**config.mk**
```make
export PLATFORM = sky130hd
export DESIGN_NAME = ob_mk_queue_flat
export DESIGN_NICKNAME = d
export VERILOG_FILES = /design/src/rtl/ob_pkg.sv /design/src/rtl/ob_mk_queue_if.sv /design/src/rtl/ob_mk_queue.sv /design/src/flat_wrapper.sv
export SDC_FILE = /design/constraint.sdc
export NUM_CORES = 1
export LEC_CHECK = 0
export CORE_AREA = 2 2 230 289
export CTS_BUF_LIST = sky130_fd_sc_hd__clkbuf_4
export CTS_CLUSTER_SIZE = 8
export DETAILED_ROUTE_END_ITERATION = 12
export DIE_AREA = 0 0 232 291
export PLACE_DENSITY = 0.64
export SYNTH_ARGS = -nofsm -noshare
export SYNTH_HDL_FRONTEND = slang
export SYNTH_SLANG_ARGS = --single-unit
```
**constraint.sdc**
```tcl
create_clock -name clk -period 9.1 [get_ports clk]
set_input_delay 1.82 -clock clk [delete_from_list [all_inputs] [get_ports clk]]
set_output_delay 1.82 -clock clk [all_outputs]
set_load 0.02 [all_outputs]
```
**src/rtl/ob_pkg.sv**
```systemverilog
// ob_pkg: shared order-book types.
//   uid_t       order identifier
//   price_t     limit price (unused for market orders but carried through)
//   quantity_t  order quantity
//   table_t     one resting order {uid, price, quantity}
package ob_pkg;
    typedef logic [7:0]  uid_t;
    typedef logic [15:0] price_t;
    typedef logic [15:0] quantity_t;

    typedef struct packed {
        uid_t      uid;
        price_t    price;
        quantity_t quantity;
    } table_t;
endpackage

```
**src/rtl/ob_mk_queue_if.sv**
```systemverilog
// ob_mk_queue_if: bundle between the command decoder / trade-selection stage
// (master) and one market-order queue (slave).
//   in_vld/in_rdy/in        new order push; transfer when in_vld & in_rdy at posedge
//   head_vld_r/head_r       registered head of queue
//   upd_vld/upd_consumed/
//   upd_remainder           trade-decision feedback for the current head
//   cnt_r/full_r/empty_r    occupancy status
//   err_r                   one-cycle pulse on an update while empty
// Handshake: a push happens on a rising edge where in_vld and in_rdy are both
// high; in_rdy does not depend on in_vld, and in_vld while !in_rdy is dropped.
interface ob_mk_queue_if #(
    parameter int N     = 16,
    parameter int W_CNT = $clog2(N) + 1
);
    logic              in_vld;
    logic              in_rdy;
    ob_pkg::table_t    in;
    logic              head_vld_r;
    ob_pkg::table_t    head_r;
    logic              upd_vld;
    logic              upd_consumed;
    ob_pkg::quantity_t upd_remainder;
    logic [W_CNT-1:0]  cnt_r;
    logic              full_r;
    logic              empty_r;
    logic              err_r;

    modport master (
        output in_vld, in, upd_vld, upd_consumed, upd_remainder,
        input  in_rdy, head_vld_r, head_r, cnt_r, full_r, empty_r, err_r
    );

    modport slave (
        input  in_vld, in, upd_vld, upd_consumed, upd_remainder,
        output in_rdy, head_vld_r, head_r, cnt_r, full_r, empty_r, err_r
    );
endinterface

```
**src/rtl/ob_mk_queue.sv**
```systemverilog
// ob_mk_queue: per-side FIFO of resting market orders. Presents a registered
// head to the trade-selection stage and applies its feedback: pop a consumed
// head, or overwrite the head quantity with the trade remainder.
//   clk   clock
//   rst   asynchronous active-low reset
//   bus   ob_mk_queue_if.slave (push, head, update feedback, status)
// N must be a power of two (>= 2) so pointers wrap by natural overflow.
module ob_mk_queue #(
    parameter int N     = 16,
    parameter int W_CNT = $clog2(N) + 1
) (
    input logic          clk,
    input logic          rst,
    ob_mk_queue_if.slave bus
);
    localparam int W_PTR = $clog2(N);

    ob_pkg::table_t   mem_q [N];
    logic [W_PTR-1:0] rd_ptr_q, rd_ptr_d, rd_ptr_nxt;
    logic [W_PTR-1:0] wr_ptr_q, wr_ptr_d;
    logic [W_CNT-1:0] cnt_q, cnt_d;
    logic             head_vld_q, head_vld_d;
    ob_pkg::table_t   head_q, head_d;
    logic             full_q, empty_q, err_q, err_d;
    logic             push, upd_live, pop, part;

    always_comb begin
        push       = bus.in_vld & ~full_q;
        upd_live   = bus.upd_vld & head_vld_q;
        // A zero remainder means nothing is left resting: treat as a pop.
        pop        = upd_live & (bus.upd_consumed | (bus.upd_remainder == '0));
        part       = upd_live & ~pop;
        err_d      = bus.upd_vld & ~head_vld_q;

        rd_ptr_nxt = rd_ptr_q + W_PTR'(1);
        rd_ptr_d   = pop  ? rd_ptr_nxt : rd_ptr_q;
        wr_ptr_d   = push ? wr_ptr_q + W_PTR'(1) : wr_ptr_q;
        cnt_d      = cnt_q + W_CNT'(push) - W_CNT'(pop);
        head_vld_d = (cnt_d != '0);

        head_d = head_q;
        if (pop) begin
            // With one entry left the successor is not in memory yet; take it
            // straight from the incoming order.
            if (cnt_q > W_CNT'(1)) head_d = mem_q[rd_ptr_nxt];
            else if (push)         head_d = bus.in;
        end else if (part) begin
            head_d.quantity = bus.upd_remainder;
        end else if (!head_vld_q && push) begin
            head_d = bus.in;
        end
    end

    always_ff @(posedge clk or negedge rst) begin
        if (!rst) begin
            rd_ptr_q   <= '0;
            wr_ptr_q   <= '0;
            cnt_q      <= '0;
            head_vld_q <= 1'b0;
            head_q     <= '0;
            full_q     <= 1'b0;
            empty_q    <= 1'b1;
            err_q      <= 1'b0;
        end else begin
            rd_ptr_q   <= rd_ptr_d;
            wr_ptr_q   <= wr_ptr_d;
            cnt_q      <= cnt_d;
            head_vld_q <= head_vld_d;
            head_q     <= head_d;
            full_q     <= (cnt_d == W_CNT'(N));
            empty_q    <= (cnt_d == '0);
            err_q      <= err_d;
        end
    end

    // Storage carries no reset. A push and a partial fill never hit the same
    // slot: partial needs cnt >= 1 and push needs !full, so wr_ptr != rd_ptr.
    always_ff @(posedge clk) begin
        if (push) mem_q[wr_ptr_q] <= bus.in;
        if (part) mem_q[rd_ptr_q].quantity <= bus.upd_remainder;
    end

    assign bus.in_rdy     = ~full_q;
    assign bus.head_vld_r = head_vld_q;
    assign bus.head_r     = head_q;
    assign bus.cnt_r      = cnt_q;
    assign bus.full_r     = full_q;
    assign bus.empty_r    = empty_q;
    assign bus.err_r      = err_q;
endmodule

```
**src/flat_wrapper.sv**
```systemverilog
// flat-port wrapper written by rule: the top's interface ports become plain ports
module ob_mk_queue_flat 
#(
    parameter int N     = 16,
    parameter int W_CNT = $clog2(N) + 1
)
  (clk, rst, bus_in_vld, bus_in, bus_upd_vld, bus_upd_consumed, bus_upd_remainder, bus_in_rdy, bus_head_vld_r, bus_head_r, bus_cnt_r, bus_full_r, bus_empty_r, bus_err_r);
  ob_mk_queue_if #(.N(N), .W_CNT(W_CNT)) bus_i ();
  input logic clk;
  input logic rst;
  input wire logic [$bits(bus_i.in_vld)-1:0] bus_in_vld;
  input wire logic [$bits(bus_i.in)-1:0] bus_in;
  input wire logic [$bits(bus_i.upd_vld)-1:0] bus_upd_vld;
  input wire logic [$bits(bus_i.upd_consumed)-1:0] bus_upd_consumed;
  input wire logic [$bits(bus_i.upd_remainder)-1:0] bus_upd_remainder;
  output wire logic [$bits(bus_i.in_rdy)-1:0] bus_in_rdy;
  output wire logic [$bits(bus_i.head_vld_r)-1:0] bus_head_vld_r;
  output wire logic [$bits(bus_i.head_r)-1:0] bus_head_r;
  output wire logic [$bits(bus_i.cnt_r)-1:0] bus_cnt_r;
  output wire logic [$bits(bus_i.full_r)-1:0] bus_full_r;
  output wire logic [$bits(bus_i.empty_r)-1:0] bus_empty_r;
  output wire logic [$bits(bus_i.err_r)-1:0] bus_err_r;
  assign bus_i.in_vld = bus_in_vld;
  assign bus_i.in = bus_in;
  assign bus_i.upd_vld = bus_upd_vld;
  assign bus_i.upd_consumed = bus_upd_consumed;
  assign bus_i.upd_remainder = bus_upd_remainder;
  assign bus_in_rdy = bus_i.in_rdy;
  assign bus_head_vld_r = bus_i.head_vld_r;
  assign bus_head_r = bus_i.head_r;
  assign bus_cnt_r = bus_i.cnt_r;
  assign bus_full_r = bus_i.full_r;
  assign bus_empty_r = bus_i.empty_r;
  assign bus_err_r = bus_i.err_r;
  ob_mk_queue #(.N(N), .W_CNT(W_CNT)) u_core (.clk(clk), .rst(rst), .bus(bus_i));
endmodule
```
Yosys cells after proc, flatten, opt, wreduce, memory -nomap -nowiden. Memory sizes are Yosys's and may differ from the RTL's. Index checks and enable logic that the tools add are counted.

Word-level logic and storage cells: 47. Memories: 1. Flip-flop bits (word level): 57. Input bits: 61. Output and inout bits: 50. Bits in writable memories: 640.

Memories: u_core.mem_q (words 16, width 40, read ports 1, clocked after Yosys merged registers in 0, wr ports 2, line ob_mk_queue.sv:18) `ob_pkg::table_t mem_q [N];`.

Reduce and logical (&&, ||, !) cells: 9. Bitwise gates (word level): 9. Eq/ne operators: 3. Mux-type cells: 10. $lt $le $gt $ge: 1. $add $sub $neg: 4.

Operators by type and width (count): $mux 40 (4); $mux 24 (1); $logic_not 16->1 (1); $mux 16 (1); $add 4x1->4 const B (2); $add 5x1->5 (1); $and 1x1->1 (5); $eq 5x5->1 const B (1); $gt 5x1->1 const B (1); $logic_not 5->1 (1); $reduce_bool 5->1 (1); $sub 5x1->5 (1); $mux 1 (4); $ne 3x2->1 const B (1); $not 1->1 (3); $reduce_and 3->1 (1); $reduce_bool 3->1 (1); $ne 2x1->1 const B (1); $reduce_and 2->1 (1); $reduce_bool 2->1 (1); $logic_and 1x1->1 (1); $logic_not 1->1 (1); $or 1x1->1 (1).

Longest topological paths before layout.
Depth in word-level cells: 7. Depth in mapped cells: 15. Mapped depth without buffers: 11.

Least setup slack after synthesis. No wires, ideal clock.

Path kind: input-to-reg. Start point: in bus_upd_remainder[15]. End point: reg u_core.head_vld_q (netlist: u_core.bus.head_vld_r). Stages: 13. Slack: 4.242 ns. Data arrival time: 4.731 ns. Required time: 8.973 ns. Setup time: 0.127 ns. Buffers on the path: 3. Cell sequence: clkbuf_1 nor4_1 a41o_2 buf_6 buf_4 and2b_1 ha_1 inv_1 ha_1 fa_1 xnor2_1 or4_1 or2_2.

Cells in the longest elaborated chain, start to end: 5.

RTL lines: start, declared (line flat_wrapper.sv:15) `input wire logic [$bits(bus_i.upd_remainder)-1:0] bus_upd_remainder;`; $logic_not 16->1 (line ob_mk_queue.sv:31) `pop = upd_live & (bus.upd_consumed | (bus.upd_remainder == '0));`; $or 1x1->1 (line ob_mk_queue.sv:31); $and 1x1->1 (line ob_mk_queue.sv:31); $sub 5x1->5 (line ob_mk_queue.sv:38) `cnt_d = cnt_q + W_CNT'(push) - W_CNT'(pop);`; via u_core.cnt_d[2] (line ob_mk_queue.sv:21) `logic [W_CNT-1:0] cnt_q, cnt_d;`; $reduce_bool 5->1 (line ob_mk_queue.sv:39) `head_vld_d = (cnt_d != '0);`; via u_core.head_vld_d (line ob_mk_queue.sv:22) `logic head_vld_q, head_vld_d;`; end signal, assigned (line ob_mk_queue.sv:68) `head_vld_q <= head_vld_d;`; end, declared (line ob_mk_queue.sv:22).

The timed path passes the listed nets, and every way through them passes these cells. A chain may end at the register's enable or synchronous reset.

Worst setup path in the final report.
Start point: in bus_upd_remainder[13]. End point: reg u_core.head_q, in the netlist u_core.bus.head_r[16].

Cells in the longest elaborated chain, start to end: 7. Elaborated cells between the ends (all ways): 10. Those cells by class: eq/ne: 2; mux: 1; bitwise: 4; reduce/logical: 3.

RTL lines: $logic_not 16->1 (*) (line ob_mk_queue.sv:31); $or 1x1->1 (*) (line ob_mk_queue.sv:31); $and 1x1->1 (*) (line ob_mk_queue.sv:31); $not 1->1 (line ob_mk_queue.sv:32) `part = upd_live & ~pop;`; $and 1x1->1 (line ob_mk_queue.sv:32); $ne 2x1->1 (no source line); $reduce_and 3->1 (no source line); end signal, assigned (line ob_mk_queue.sv:60) `head_q <= '0;`; end signal, assigned (line ob_mk_queue.sv:69) `head_q <= head_d;`; end, declared (line ob_mk_queue.sv:23) `ob_pkg::table_t head_q, head_d;`.

Mark *: on every way between the ends. The rest lies on a longest branch, timed or not.

==> summary.txt <==
Pwr
  • Switching Share: 0.371
  • LEAKAGE: 11.8 nW
  • Comb power frac: 0.395
  • Flop pwr share: 0.375
  • Switch Pwr: 0.00426 W
  • Clock group share of total power: 0.230
  • Pwr Density: 323 mW/mm^2
  • Int Pwr: 0.00724 W
  • Worst vdd ir: 446 uV

Clock tree
  • CTS Root Cell: clkbuf_4
  • Total CTS buffers: 170
  • Hold-fix buffers at CTS: 0
  • Clock sinks: 697
  • Post-CTS sizing: 0
  • Clk pin slew, worst setup/hold paths: about 0.060 ns
  • Worst-Skew Late Latency: 1.06 ns
  • Setup bufs post-CTS: 0
  • CTS tree: built
  • CTS Buffer Depth: 3
  • CTS H-tree lvls: 4

Critical path
  • Slowest stage delay, CP: 1.00 ns
  • Flop2flop setup slack: ~5.2 ns
  • Startpoint Class: primary input
  • Crit Path Category: in -> reg
  • CP Buf/Inv Count: 3
  • Slowest stage cell, crit path: nor3b_4
  • Critical Path RT: 10.04 ns
  • Crit. End Element: register
  • Most frequent cell on the critical path: buf_4
  • CP cell instances: clkdlybuf4s50_1 > nor4_1 > a41o_2 > buf_4 > nor3b_4 > buf_4 > and3_1 > a221o_1
  • Critical Path AT: 6.15 ns
  • Worst path top cell family by delay: buffers and inverters
  • CP Max Fanout: 38

Placed design
  • Hpwl dp: 48,200 um
  • GPL Wtd Cong: 0.850
  • IO Port Bufs: 110

STA
  • Hold Vio Cnt, Final: 0
  • Max Clock Freq: 0.192 GHz
  • Max-slew headroom at the worst pin: 0.269
  • Max Slew Vio Count: 0
  • Clock skew: 0.0625 ns
  • Setup violators final: 0
  • Min cycle time layout: 5.20 ns
  • Slew @ Worst Pin: 1.09 ns
  • Final worst path period share: 0.572
  • Final setup TNS: 0 ns
  • RSZ-0062 raised after global routing: no

Logic synthesis
  • Dominant synthesized flop cell: edfxtp_1
  • Mean Syn Cell Area: ~13 um^2
  • Mapped Cells: 2,353
  • Post-synth EDFFs: 640
  • Synth async-reset ratio: 0.0818
  • Syn Nets: 2,431
  • Synth Warn #: 0
  • Sequential area share after synthesis: 0.655
  • Seq cells post-synth: 697
  • Netlist cell types: 49
  • Mapped Area: ~0.032 mm^2

Routing
  • Vias: just over 20,000
  • Routed wire per std cell: 24.4 um
  • DRT Pass-1 Iters: 8
  • DRC: 0
  • DR vias/cell: between 5 and 6
  • Antenna viol nets, final: 0
  • DR iter-0 viols: between 1,500 and 2,000
  • Final wirelength: 84,800 um

Floorplan
  • Core area: 0.0650 mm^2
  • Initial core utilization: 0.485
  • Std cell rows: between 100 and 150
  • Die W: 232 um
  • Die height: 291 um
  • IO Count: 111
  • Die ar.: around 0.068 mm^2

Global route
  • Vias in the first global route: 21,000
  • Initial antenna violation count: 4
  • First-pass GRT wire length: between 100,000 and 150,000 um
  • GRT Residual Overflow: 0
  • Largest net degree at the start of global routing: around 120
  • Total track usage: 0.256

Job
  • Max Cap Viol: 0

Layout
  • Final nets: 2,550
  • Final Util: 0.548
  • Share of layout cells above drive strength 1: 0.214
  • Layout area overhead: 13.1%
  • Most common cell after layout, fill and taps aside: nand2_1
  • Commonest cells after routing, fill and taps aside: nand2_1 (697), edfxtp_1 (640), clkbuf_4 (261), o21ai_0 (216), mux4_2 (160)

Hold path
  • Hold Path Class: reg -> reg

Outcome
  • Status: completed
[Yosys cell counts, drive strengths merged, types with 2 or more instances]
cell,n,area share
a21oi,19,0.0031
a221o,24,0.0076
and3,24,0.0048
buf,95,0.017
clkbuf,120,0.014
dfrtp,56,0.044
edfxtp,640,0.61
ha,16,0.0064
inv,19,0.0023
mux4,160,0.11
nand2,698,0.083
nand2b,4,0.00079
nand3,98,0.016
nor2,14,0.0019
nor2b,2,0.00040
nor3,4,0.0013
nor3b,2,0.00079
nor4,20,0.0099
o211a,16,0.0051
o211ai,16,0.0038
o21ai,259,0.041
o21bai,2,0.00048
or2,19,0.0038
xnor2,10,0.0028
xor2,3,0.00083
[cell type report]
cell class,count,area [um^2]
sequential,697,20600
clock buffer,261,1960
tap,856,1070
antenna,8,20.0
inverter,19,71.3
fill,5377,29400
multi-input combinational,1422,10100
timing repair buffer,162,1500
clock inverter,49,297
[final timing paths]
path / from / to / cells after the start
worst max-delay path: bus_upd_remainder[13] / u_core.bus.head_r[16]$_DFFE_PN0P_ / 8
worst max register to register: u_core.rd_ptr_q[0]$_DFFE_PN0N_ / u_core.bus.head_r[34]$_DFFE_PN0P_ / 7
min in group asynchronous: rst / u_core.bus.head_r[14]$_DFFE_PN0P_ / 1
worst min register to register: u_core.bus.head_r[9]$_DFFE_PN0P_ / u_core.bus.head_r[9]$_DFFE_PN0P_ / 2
worst min-delay path: u_core.bus.head_r[9]$_DFFE_PN0P_ / u_core.bus.head_r[9]$_DFFE_PN0P_ / 2
max in group asynchronous: rst / u_core.rd_ptr_q[0]$_DFFE_PN0N_ / 2
[layer usage]
layer	GRT usage	share of wire
met4	0.114	0.034
met2	0.433	0.51
met3	0.0557	0.076
met1	0.316	0.38
met5	0	0
[cell families after synthesis]
logic type      share of synthesized area
compound gates                     0.0620
buf+inv                            0.0332
flops                               0.655
mux                                 0.115
fa+ha+maj                         0.00699
xor+xnor                          0.00361
simple gates                        0.124
[stage by stage]
step | setup slack, ns | power, W | instance area (um^2) | cells | hold slack (ns)
2_1_floorplan | 4.24 | 0.00741 | 31500 | 2353 | 0.549
3_3_place_gp | 3.05 | 0.00888 | 33400 | 3156 | 0.493
3_5_place_dp | 2.96 | 0.00895 | 33400 | 3156 | 0.496
4_1_cts | 4.06 | 0.0116 | 35600 | 3466 | 0.519
5_1_grt | 3.93 | 0.0121 | 35600 | 3471 | 0.528
6_report | 3.90 | 0.0115 | 35600 | 3474 | 0.512
[worst reg2reg max path: stages, from the launching register on]
cell and delay [ns]:
dfrtp_4 0.80, buf_4 0.91, buf_4 0.76, mux4_2 0.64, nand2_1 0.10, nand3_1 0.08, and3_1 0.20, a221o_1 0.25
[state kept, by name, indices dropped and copies added (netlist names)]
signal and count:
u_core.bus.cnt_r 5, u_core.bus.empty_r 1, u_core.bus.err_r 1, u_core.bus.full_r 1
u_core.bus.head_r 40, u_core.bus.head_vld_r 1, u_core.mem_q 640, u_core.rd_ptr_q 4
u_core.wr_ptr_q 4
[power groups by stage]
stage / sequential (W) / combinational (W) / clock (W)
floorplan: 0.00435 / 0.00305 / 0
global placement: 0.00436 / 0.00452 / 0
detailed placement: 0.00439 / 0.00456 / 0
CTS: 0.00432 / 0.00457 / 0.00270
global route: 0.00436 / 0.00488 / 0.00287
finish: 0.00432 / 0.00454 / 0.00264
Note: power is estimated with default switching activity, not from simulation.
